**src/rtl/keccak_pkg.sv**
```systemverilog
// Shared constants and types for the Keccak pad10*1 padder: lane width,
// domain modes, their suffix bytes and the final padding bit.
package keccak_pkg;

    localparam int w = 64;

    typedef enum logic [1:0] {
        MODE_KECCAK = 2'd0,
        MODE_SHA3   = 2'd1,
        MODE_SHAKE  = 2'd2,
        MODE_RSVD   = 2'd3
    } pad_mode_t;

    localparam logic [7:0] SUFFIX_KECCAK = 8'h01;
    localparam logic [7:0] SUFFIX_SHA3   = 8'h06;
    localparam logic [7:0] SUFFIX_SHAKE  = 8'h1F;
    localparam logic [7:0] PAD_LAST      = 8'h80;

    typedef enum logic [1:0] {
        ST_IDLE  = 2'd0,
        ST_DATA  = 2'd1,
        ST_PAD   = 2'd2,
        ST_FLUSH = 2'd3
    } pad_state_t;

    // The reserved mode encoding falls back to the SHA3 suffix.
    function automatic logic [7:0] suffix_of(input logic [1:0] m);
        case (pad_mode_t'(m))
            MODE_KECCAK: return SUFFIX_KECCAK;
            MODE_SHAKE:  return SUFFIX_SHAKE;
            default:     return SUFFIX_SHA3;
        endcase
    endfunction

endpackage

```
**src/rtl/counter_n.sv**
```systemverilog
// Modulo-N up counter with synchronous clear; tracks the lane index
// inside the current rate block.
module counter_n #(
    parameter int N  = 17,
    parameter int CW = (N > 1) ? $clog2(N) : 1
) (
    input  logic          clk,
    input  logic          rst,
    input  logic          clear,
    input  logic          inc,
    output logic [CW-1:0] count
);

    always_ff @(posedge clk) begin
        if (!rst) begin
            count <= '0;
        end else if (clear) begin
            count <= '0;
        end else if (inc) begin
            count <= (count == CW'(N - 1)) ? '0 : count + 1'b1;
        end
    end

endmodule

```
**src/rtl/keccak_padder.sv**
```systemverilog
// Streaming pad10*1 padder: passes message lanes through, merges the domain
// suffix and final 0x80 bit, and emits padding lanes up to a full rate block.
module keccak_padder
    import keccak_pkg::*;
#(
    parameter int W          = w,
    parameter int RATE_LANES = 17,
    parameter int LEN_WIDTH  = 32
) (
    input  logic                 clk,
    input  logic                 rst,
    input  logic                 start,
    input  logic [LEN_WIDTH-1:0] msg_len,
    input  logic [1:0]           mode,
    input  logic [W-1:0]         in_data,
    input  logic                 in_valid,
    output logic                 in_ready,
    output logic [W-1:0]         out_data,
    output logic                 out_valid,
    input  logic                 out_ready,
    output logic                 out_last_in_block,
    output logic                 out_last,
    output logic                 busy
);

    localparam int B     = W / 8;
    localparam int IDX_W = (RATE_LANES > 1) ? $clog2(RATE_LANES) : 1;

    // Handshakes: a lane moves on a rising edge where valid && ready; valid and
    // data are held steady until that edge, and ready never depends on valid.

    pad_state_t           state, state_next;
    logic [LEN_WIDTH-1:0] bytes_left, bytes_left_next;
    logic                 suffix_done, suffix_done_next;
    logic [7:0]           suffix, suffix_next;
    logic [IDX_W-1:0]     lane_idx;
    logic                 lane_end;
    logic                 can_load;
    logic                 load;
    logic [W-1:0]         gen_data;
    logic                 gen_last;

    counter_n #(.N(RATE_LANES), .CW(IDX_W)) u_lane_ctr (
        .clk   (clk),
        .rst   (rst),
        .clear (state == ST_IDLE && start),
        .inc   (load),
        .count (lane_idx)
    );

    assign lane_end = (lane_idx == IDX_W'(RATE_LANES - 1));
    assign can_load = !out_valid || out_ready;
    assign in_ready = (state == ST_DATA) && can_load;
    assign busy     = (state != ST_IDLE);

    always_comb begin
        state_next       = state;
        bytes_left_next  = bytes_left;
        suffix_done_next = suffix_done;
        suffix_next      = suffix;
        load             = 1'b0;
        gen_data         = '0;
        gen_last         = 1'b0;
        case (state)
            ST_IDLE: begin
                if (start) begin
                    bytes_left_next  = msg_len;
                    suffix_done_next = 1'b0;
                    suffix_next      = suffix_of(mode);
                    state_next       = (msg_len != '0) ? ST_DATA : ST_PAD;
                end
            end
            ST_DATA: begin
                if (in_valid && can_load) begin
                    load = 1'b1;
                    if (bytes_left > LEN_WIDTH'(B)) begin
                        gen_data        = in_data;
                        bytes_left_next = bytes_left - LEN_WIDTH'(B);
                    end else if (bytes_left == LEN_WIDTH'(B)) begin
                        gen_data        = in_data;
                        bytes_left_next = '0;
                        state_next      = ST_PAD;
                    end else begin
                        // Partial lane: keep live bytes, drop the suffix right after them.
                        for (int b = 0; b < B; b++) begin
                            if (LEN_WIDTH'(b) < bytes_left)
                                gen_data[8*b +: 8] = in_data[8*b +: 8];
                            else if (LEN_WIDTH'(b) == bytes_left)
                                gen_data[8*b +: 8] = suffix;
                        end
                        bytes_left_next  = '0;
                        suffix_done_next = 1'b1;
                        state_next       = lane_end ? ST_FLUSH : ST_PAD;
                    end
                end
            end
            ST_PAD: begin
                if (can_load) begin
                    load = 1'b1;
                    if (!suffix_done) begin
                        gen_data[7:0]    = suffix;
                        suffix_done_next = 1'b1;
                    end
                    if (lane_end)
                        state_next = ST_FLUSH;
                end
            end
            ST_FLUSH: begin
                if (out_valid && out_ready)
                    state_next = ST_IDLE;
            end
            default: state_next = ST_IDLE;
        endcase

        // Closing lane of the padded message carries the final pad bit.
        if (load && lane_end && suffix_done_next) begin
            gen_data[W-1 -: 8] = gen_data[W-1 -: 8] | PAD_LAST;
            gen_last           = 1'b1;
        end
    end

    always_ff @(posedge clk) begin
        if (!rst) begin
            state             <= ST_IDLE;
            bytes_left        <= '0;
            suffix_done       <= 1'b0;
            suffix            <= '0;
            out_data          <= '0;
            out_valid         <= 1'b0;
            out_last          <= 1'b0;
            out_last_in_block <= 1'b0;
        end else begin
            state       <= state_next;
            bytes_left  <= bytes_left_next;
            suffix_done <= suffix_done_next;
            suffix      <= suffix_next;
            if (load) begin
                out_data          <= gen_data;
                out_valid         <= 1'b1;
                out_last          <= gen_last;
                out_last_in_block <= lane_end;
            end else if (out_ready) begin
                out_valid <= 1'b0;
            end
        end
    end

endmodule

```
**config.mk**
```make
export PLATFORM = sky130hd
export DESIGN_NAME = keccak_padder
export DESIGN_NICKNAME = d
export VERILOG_FILES = /design/src/rtl/keccak_pkg.sv /design/src/rtl/counter_n.sv /design/src/rtl/keccak_padder.sv
export SDC_FILE = /design/constraint.sdc
export NUM_CORES = 1
export LEC_CHECK = 0
export CORE_AREA = 2 2 145 162
export DETAILED_ROUTE_END_ITERATION = 16
export DIE_AREA = 0 0 147 164
export PLACE_DENSITY = 0.56
export SKIP_CTS_REPAIR_TIMING = 1
export SLEW_MARGIN = 20
export SYNTH_ARGS = -nofsm -noshare
export SYNTH_HDL_FRONTEND = slang
export SYNTH_SLANG_ARGS = --single-unit
```
**constraint.sdc**
```tcl
create_clock -name clk -period 2.5 [get_ports clk]
set_clock_uncertainty 0.1 [all_clocks]
set_input_delay 0.375 -clock clk [delete_from_list [all_inputs] [get_ports clk]]
set_output_delay 0.375 -clock clk [all_outputs]
set_load 0.02 [all_outputs]
```
== Word-level counts from Yosys, hierarchy flattened ==
Cells that the tools add are included.
Operators by class
  reductions and logical operators: 19
  bitwise logic cells: 1
  equal/unequal tests: 19
  $add $sub $neg: 2
  magnitude comparators: 9
  multiplexer cells: 52
Operators by type and width (number)
  two-way mux 64 bit: 3
  two-way mux 8 bit: 19
  == test 3 x 32 -> 1 bit (first input constant): 4
  < comparator 3 x 32 -> 1 bit (first input constant): 4
  two-way mux 32 bit: 3
  == test 2 x 32 -> 1 bit (first input constant): 2
  < comparator 1 x 32 -> 1 bit (first input constant): 2
  < comparator 2 x 32 -> 1 bit (first input constant): 2
  case mux 32 bit (2 select lines): 1
  two-way mux 56 bit: 1
  == test 1 x 32 -> 1 bit (first input constant): 1
  == test 32 x 4 -> 1 bit (second input constant): 1
  > comparator 32 x 4 -> 1 bit (second input constant): 1
  zero test 32 bit: 1
  nonzero test 32 bit: 1
  subtractor 32 x 4 -> 32 bit (second input constant): 1
  case mux 8 bit (2 select lines): 1
  two-way mux 2 bit: 7
  two-way mux 1 bit: 12
  inequality test 2 bit (second input constant): 5
  case mux 5 bit (2 select lines): 1
  case mux 2 bit (4 select lines): 1
  == test 2 bit (second input constant): 3
  logical AND 1 bit: 6
  16 further kinds: 19
Storage, ports and cells
  bits of input ports: 103
  logic and storage cells: 111
  output and inout bits: 69
  flip-flop bits (word level): 115

== Longest topological paths before layout ==
  depth after elaboration: 8
  mapped depth: 10
  depth with buffers taken out: 8

== Cells and area by module ==
Synthesis repeated with hierarchy kept, for this count alone.
Unflattened totals
  cells, all modules: 626
  area, all modules: 5385.2 µm²
By module, submodules not included
  keccak_padder: times used 1, sequential area each 2102.0 µm², area each 5141.2 µm², cells each 600
  counter_n: times used 1, sequential area each 100.1 µm², area each 244.0 µm², cells each 26

== Least setup slack after synthesis ==
No wires, ideal clock.
  path type: register to register
  start point: reg bytes_left[17]
  end point: reg bytes_left[21]
  data required time: 2268 ps
  period minus slack after synthesis: 2595 ps
  stages on the path, launching flop included: 9
  arrival: 2363 ps
  setup slack: -95 ps
  buffers on the path: 2
  library setup time: 132 ps
  path through: dfxtp_1 -> buf_6 -> or4_4 -> or4_4 -> o41ai_4 -> buf_6 -> a21oi_1 -> o21ai_1 -> a21oi_1
Between the ends
  word-level cells in the longest chain between the ends: 4
  elaborated cells between the ends (all ways): 5
  those cells by class: add/sub (1); order compare (1); mux (3)
Ends and longest elaborated chain
  start, declared: RTL line keccak_padder.sv:33  | logic [LEN_WIDTH-1:0] bytes_left, bytes_left_next;
  start signal, assigned: RTL line keccak_padder.sv:134  | bytes_left <= bytes_left_next;
  subtractor 32 x 4 -> 32 bit / > comparator 32 x 4 -> 1 bit (equally long branches): RTL line keccak_padder.sv:78, keccak_padder.sv:76
  two-way mux 32 bit (*): RTL line keccak_padder.sv:76  | if (bytes_left > LEN_WIDTH'(B)) begin
  two-way mux 32 bit (*): RTL line keccak_padder.sv:74  | if (in_valid && can_load) begin
  case mux 32 bit (2 select lines) (*): RTL line keccak_padder.sv:64  | case (state)
Mark *: on every way between the ends. The rest lies on a longest branch, timed or not. The select of a mux whose other input is x is not followed.
A chain may end at the register's enable or synchronous reset.

== Worst setup path after layout ==
  start point: reg bytes_left[20]
  end point: reg bytes_left[31]
The elaborated chain is that of the path after synthesis.

==> impl_metrics.csv <==
group,metric,value,unit
outcome,run_status,"finished with violations",
outcome,failed_checks,"negative setup slack",
cells_and_area,layout.cells.most_common,"sky130_fd_sc_hd__clkdlybuf4s50_1",
synth,async_flop_share,0,
synth,synth_enable_flop_cells,0,
routing,dr_vias,6153,
worst_setup_path,worstSetupPathType,"flip-flop to flip-flop",
timing,grt_setup_unrepaired,"true",
synth,ys_dominant_reg_cell,"sky130_fd_sc_hd__dfxtp_1",
timing,timing.setup.tns,-1.55,ns
synth,ys_seq_elements,110,
hold_path,min_path_type,"flip-flop to flip-flop",
timing,final_critical_path_setup_slack,-0.0929,ns
clock_tree,cts.reportedPaths.clkPinSlew,0.08,ns
floorplanning,initial_utilization,0.246,
global_routing,groute.usage.overall,0.173,
cells_and_area,num-nets-final,1010,
timing,layout_worst_path_cycle_share,1.04,
synth,synth_fp_nets,766,
routing,drt_first_iter_violations,486,
worst_setup_path,worst_setup_path_start_kind,"flip-flop",
floorplanning,core_region_area,22500,um^2
global_routing,grt_start_max_net_pins,42,
synth,syn_area,5540,um^2
power_and_ir_drop,power.leakage,3.26,nW
power_and_ir_drop,power.density,1050,nW/um^2
timing,timing_worst_slew_pin_value,0.690,ns
timing,clock.fmax,386,MHz
floorplanning,fp.dieArea,24100,um^2
clock_tree,clock_latency,0.36,ns
cells_and_area,most-common-layout-cells,"171 x sky130_fd_sc_hd__clkdlybuf4s50_1, 106 x sky130_fd_sc_hd__dfxtp_1, 88 x sky130_fd_sc_hd__buf_4, 54 x sky130_fd_sc_hd__nand2_1, 44 x sky130_fd_sc_hd__nor2_1",
worst_setup_path,arrival,2.74,ns
timing,minimum_period_implied_by_the_final_worst_setup_slack,2.59,ns
placed_design,place_hpwl,16300,um
timing,timing.final.hold_violations,0,
global_routing,initial_antenna_violation_count,0,
timing,final_max_slew_viol_count,0,
global_routing,first_global_vias,5761,
floorplanning,die_width,147,um
worst_setup_path,critical_path.endpoint_type,"flip-flop",
clock_tree,clk_root_buffer_cell,"sky130_fd_sc_hd__clkbuf_16",
synth,synth_seq_area_share,0.397,
placed_design,place.port_buffers,171,
routing,first_pass_iters,8,
floorplanning,placementRows,58,
global_routing,global_route.overflow_total,0,
synth,synthCells,654,
clock_tree,cts_sinks,110,
synth,yosys.cell_types.count,71,
run,cap_violations,0,
timing,setup_viol_count_final,32,
power_and_ir_drop,report.power.total,9.21,mW
placed_design,dp_slack,-0.139,ns
cells_and_area,design_area,8790,um^2
clock_tree,cts_tree,"yes",
clock_tree,max-clock-path-buffers,2,
floorplanning,io-pin-count,172,
placed_design,dpl-instance-area,8150,um^2
worst_setup_path,critical_path_required,2.65,ns
synth,post_syn_area_per_cell,8.47,um^2
routing,drt_wl_total,21500,um
clock_tree,cts_made_buffers,9,
routing,postRouteAntennaNets,0,
worst_setup_path,largest_fanout_on_the_critical_path,4,
routing,wl_per_cell,17.9,um
timing,timing.max_slew.rel_slack,0.537,
floorplanning,die_h,164,um
placed_design,final_weighted_congestion_of_routability_driven_global_placement,0.897,
power_and_ir_drop,peakVddDrop,0.400,mV
synth,ys_warn_count,0,
cells_and_area,syn2layout_area_growth,58.6,%
cells_and_area,antenna_cells_inserted,0,
routing,drc_errors,0,
clock_tree,ctsHtreeMaxLevel,3,
cells_and_area,fraction_of_final_layout_cells_sized_beyond_drive_strength_1,0.190,
routing,vias_per_cell,5.11,
global_routing,global_route_wire_length_before_repair,32800,um
-- per-stage QoR --
step,instances,hold slack [ns],util
after floorplan,654,0.353,-
after global placement,1175,0.336,0.362
after detailed placement,1175,0.344,0.362
after CTS,1191,0.355,0.375
after global routing,1203,0.382,0.391
final,1203,0.354,0.391
-- area by class of cell --
cell class | instances | area, um^2
timing repair buffer | 269 | 2520
sequential | 110 | 2210
tap | 300 | 375
multi-input combinational | 481 | 3300
inverter | 27 | 101
fill | 2304 | 13700
clock inverter | 6 | 52.6
clock buffer | 10 | 239
-- state kept, by name (all words and copies together), names as in the netlist --
| name | count |
|---|---|
| out_data | 64 |
| bytes_left | 32 |
| u_lane_ctr.count | 5 |
| suffix | 3 |
| state | 2 |
| out_last | 1 |
| out_last_in_block | 1 |
| out_valid | 1 |
| suffix_done | 1 |
-- cells in the mapped netlist (8+ instances only) --
library cell | n | area share
sky130_fd_sc_hd__o21ai_1 | 17 | 0.015
sky130_fd_sc_hd__nor2_1 | 48 | 0.033
sky130_fd_sc_hd__o211ai_1 | 10 | 0.014
sky130_fd_sc_hd__a221o_1 | 14 | 0.025
sky130_fd_sc_hd__inv_1 | 26 | 0.018
sky130_fd_sc_hd__a22oi_1 | 17 | 0.023
sky130_fd_sc_hd__nand3_1 | 18 | 0.016
sky130_fd_sc_hd__a31oi_1 | 13 | 0.015
sky130_fd_sc_hd__nand4_1 | 15 | 0.017
sky130_fd_sc_hd__nor2b_1 | 11 | 0.012
sky130_fd_sc_hd__a22o_1 | 19 | 0.030
sky130_fd_sc_hd__dfxtp_1 | 110 | 0.40
sky130_fd_sc_hd__or3_1 | 8 | 0.0090
sky130_fd_sc_hd__nor3_1 | 19 | 0.017
sky130_fd_sc_hd__nor4_1 | 20 | 0.023
sky130_fd_sc_hd__o21ai_0 | 15 | 0.014
sky130_fd_sc_hd__and2_1 | 8 | 0.0090
sky130_fd_sc_hd__clkbuf_1 | 27 | 0.018
sky130_fd_sc_hd__and3_1 | 8 | 0.0090
sky130_fd_sc_hd__nand2_1 | 54 | 0.037
sky130_fd_sc_hd__ha_1 | 9 | 0.020
sky130_fd_sc_hd__a211oi_1 | 9 | 0.012
sky130_fd_sc_hd__a21oi_1 | 41 | 0.037
sky130_fd_sc_hd__nor3b_1 | 8 | 0.011
-- power breakdown --
| part | switching [mW] | total [mW] | internal (mW) |
|---|---|---|---|
| sequential | 0.270 | 2.33 | 2.06 |
| clock | 0.727 | 1.45 | 0.722 |
| combinational | 3.10 | 5.43 | 2.33 |
| total | 4.09 | 9.21 | 5.12 |
-- kinds of logic (layout without fill, tap and decap cells) --
group                    after synthesis  after routing  synth area share
flip-flops                           110            110             0.397
multiplexers                           2              2           0.00361
XOR/XNOR                               4              4           0.00632
adder cells (fa/ha/maj)                9              9            0.0203
AND/OR/NAND/NOR                      254            254             0.254
AO/OA/AOI/OAI                        212            212             0.273
buffers and inverters                 63            312            0.0458
-- worst paths after layout --
kind,startpoint,endpoint,slack (ns),cells past startpoint
min,out_data[16],out_data[16],0.35,2
max,bytes_left[20],bytes_left[31],-0.09,8
max reg2reg,bytes_left[20],bytes_left[31],-0.09,8
min reg2reg,out_data[16],out_data[16],0.35,2
-- worst max-delay path: stages (launching register included) --
cell                      delay (ns)
sky130_fd_sc_hd__dfxtp_2        0.33
sky130_fd_sc_hd__or4_4          0.56
sky130_fd_sc_hd__or4_4          0.56
sky130_fd_sc_hd__o41ai_4        0.39
sky130_fd_sc_hd__buf_4          0.19
sky130_fd_sc_hd__buf_6          0.10
sky130_fd_sc_hd__a21oi_2        0.03
sky130_fd_sc_hd__o21ai_1        0.13
sky130_fd_sc_hd__a21oi_1        0.07
-- layer usage --
metal | part of all wire | track usage
met1 | 0.45 | 0.229
met2 | 0.47 | 0.287
met3 | 0.065 | 0.0356
met4 | 0.016 | 0.0472
met5 | 0 | 0
Note: power is estimated with default switching activity, not from simulation.
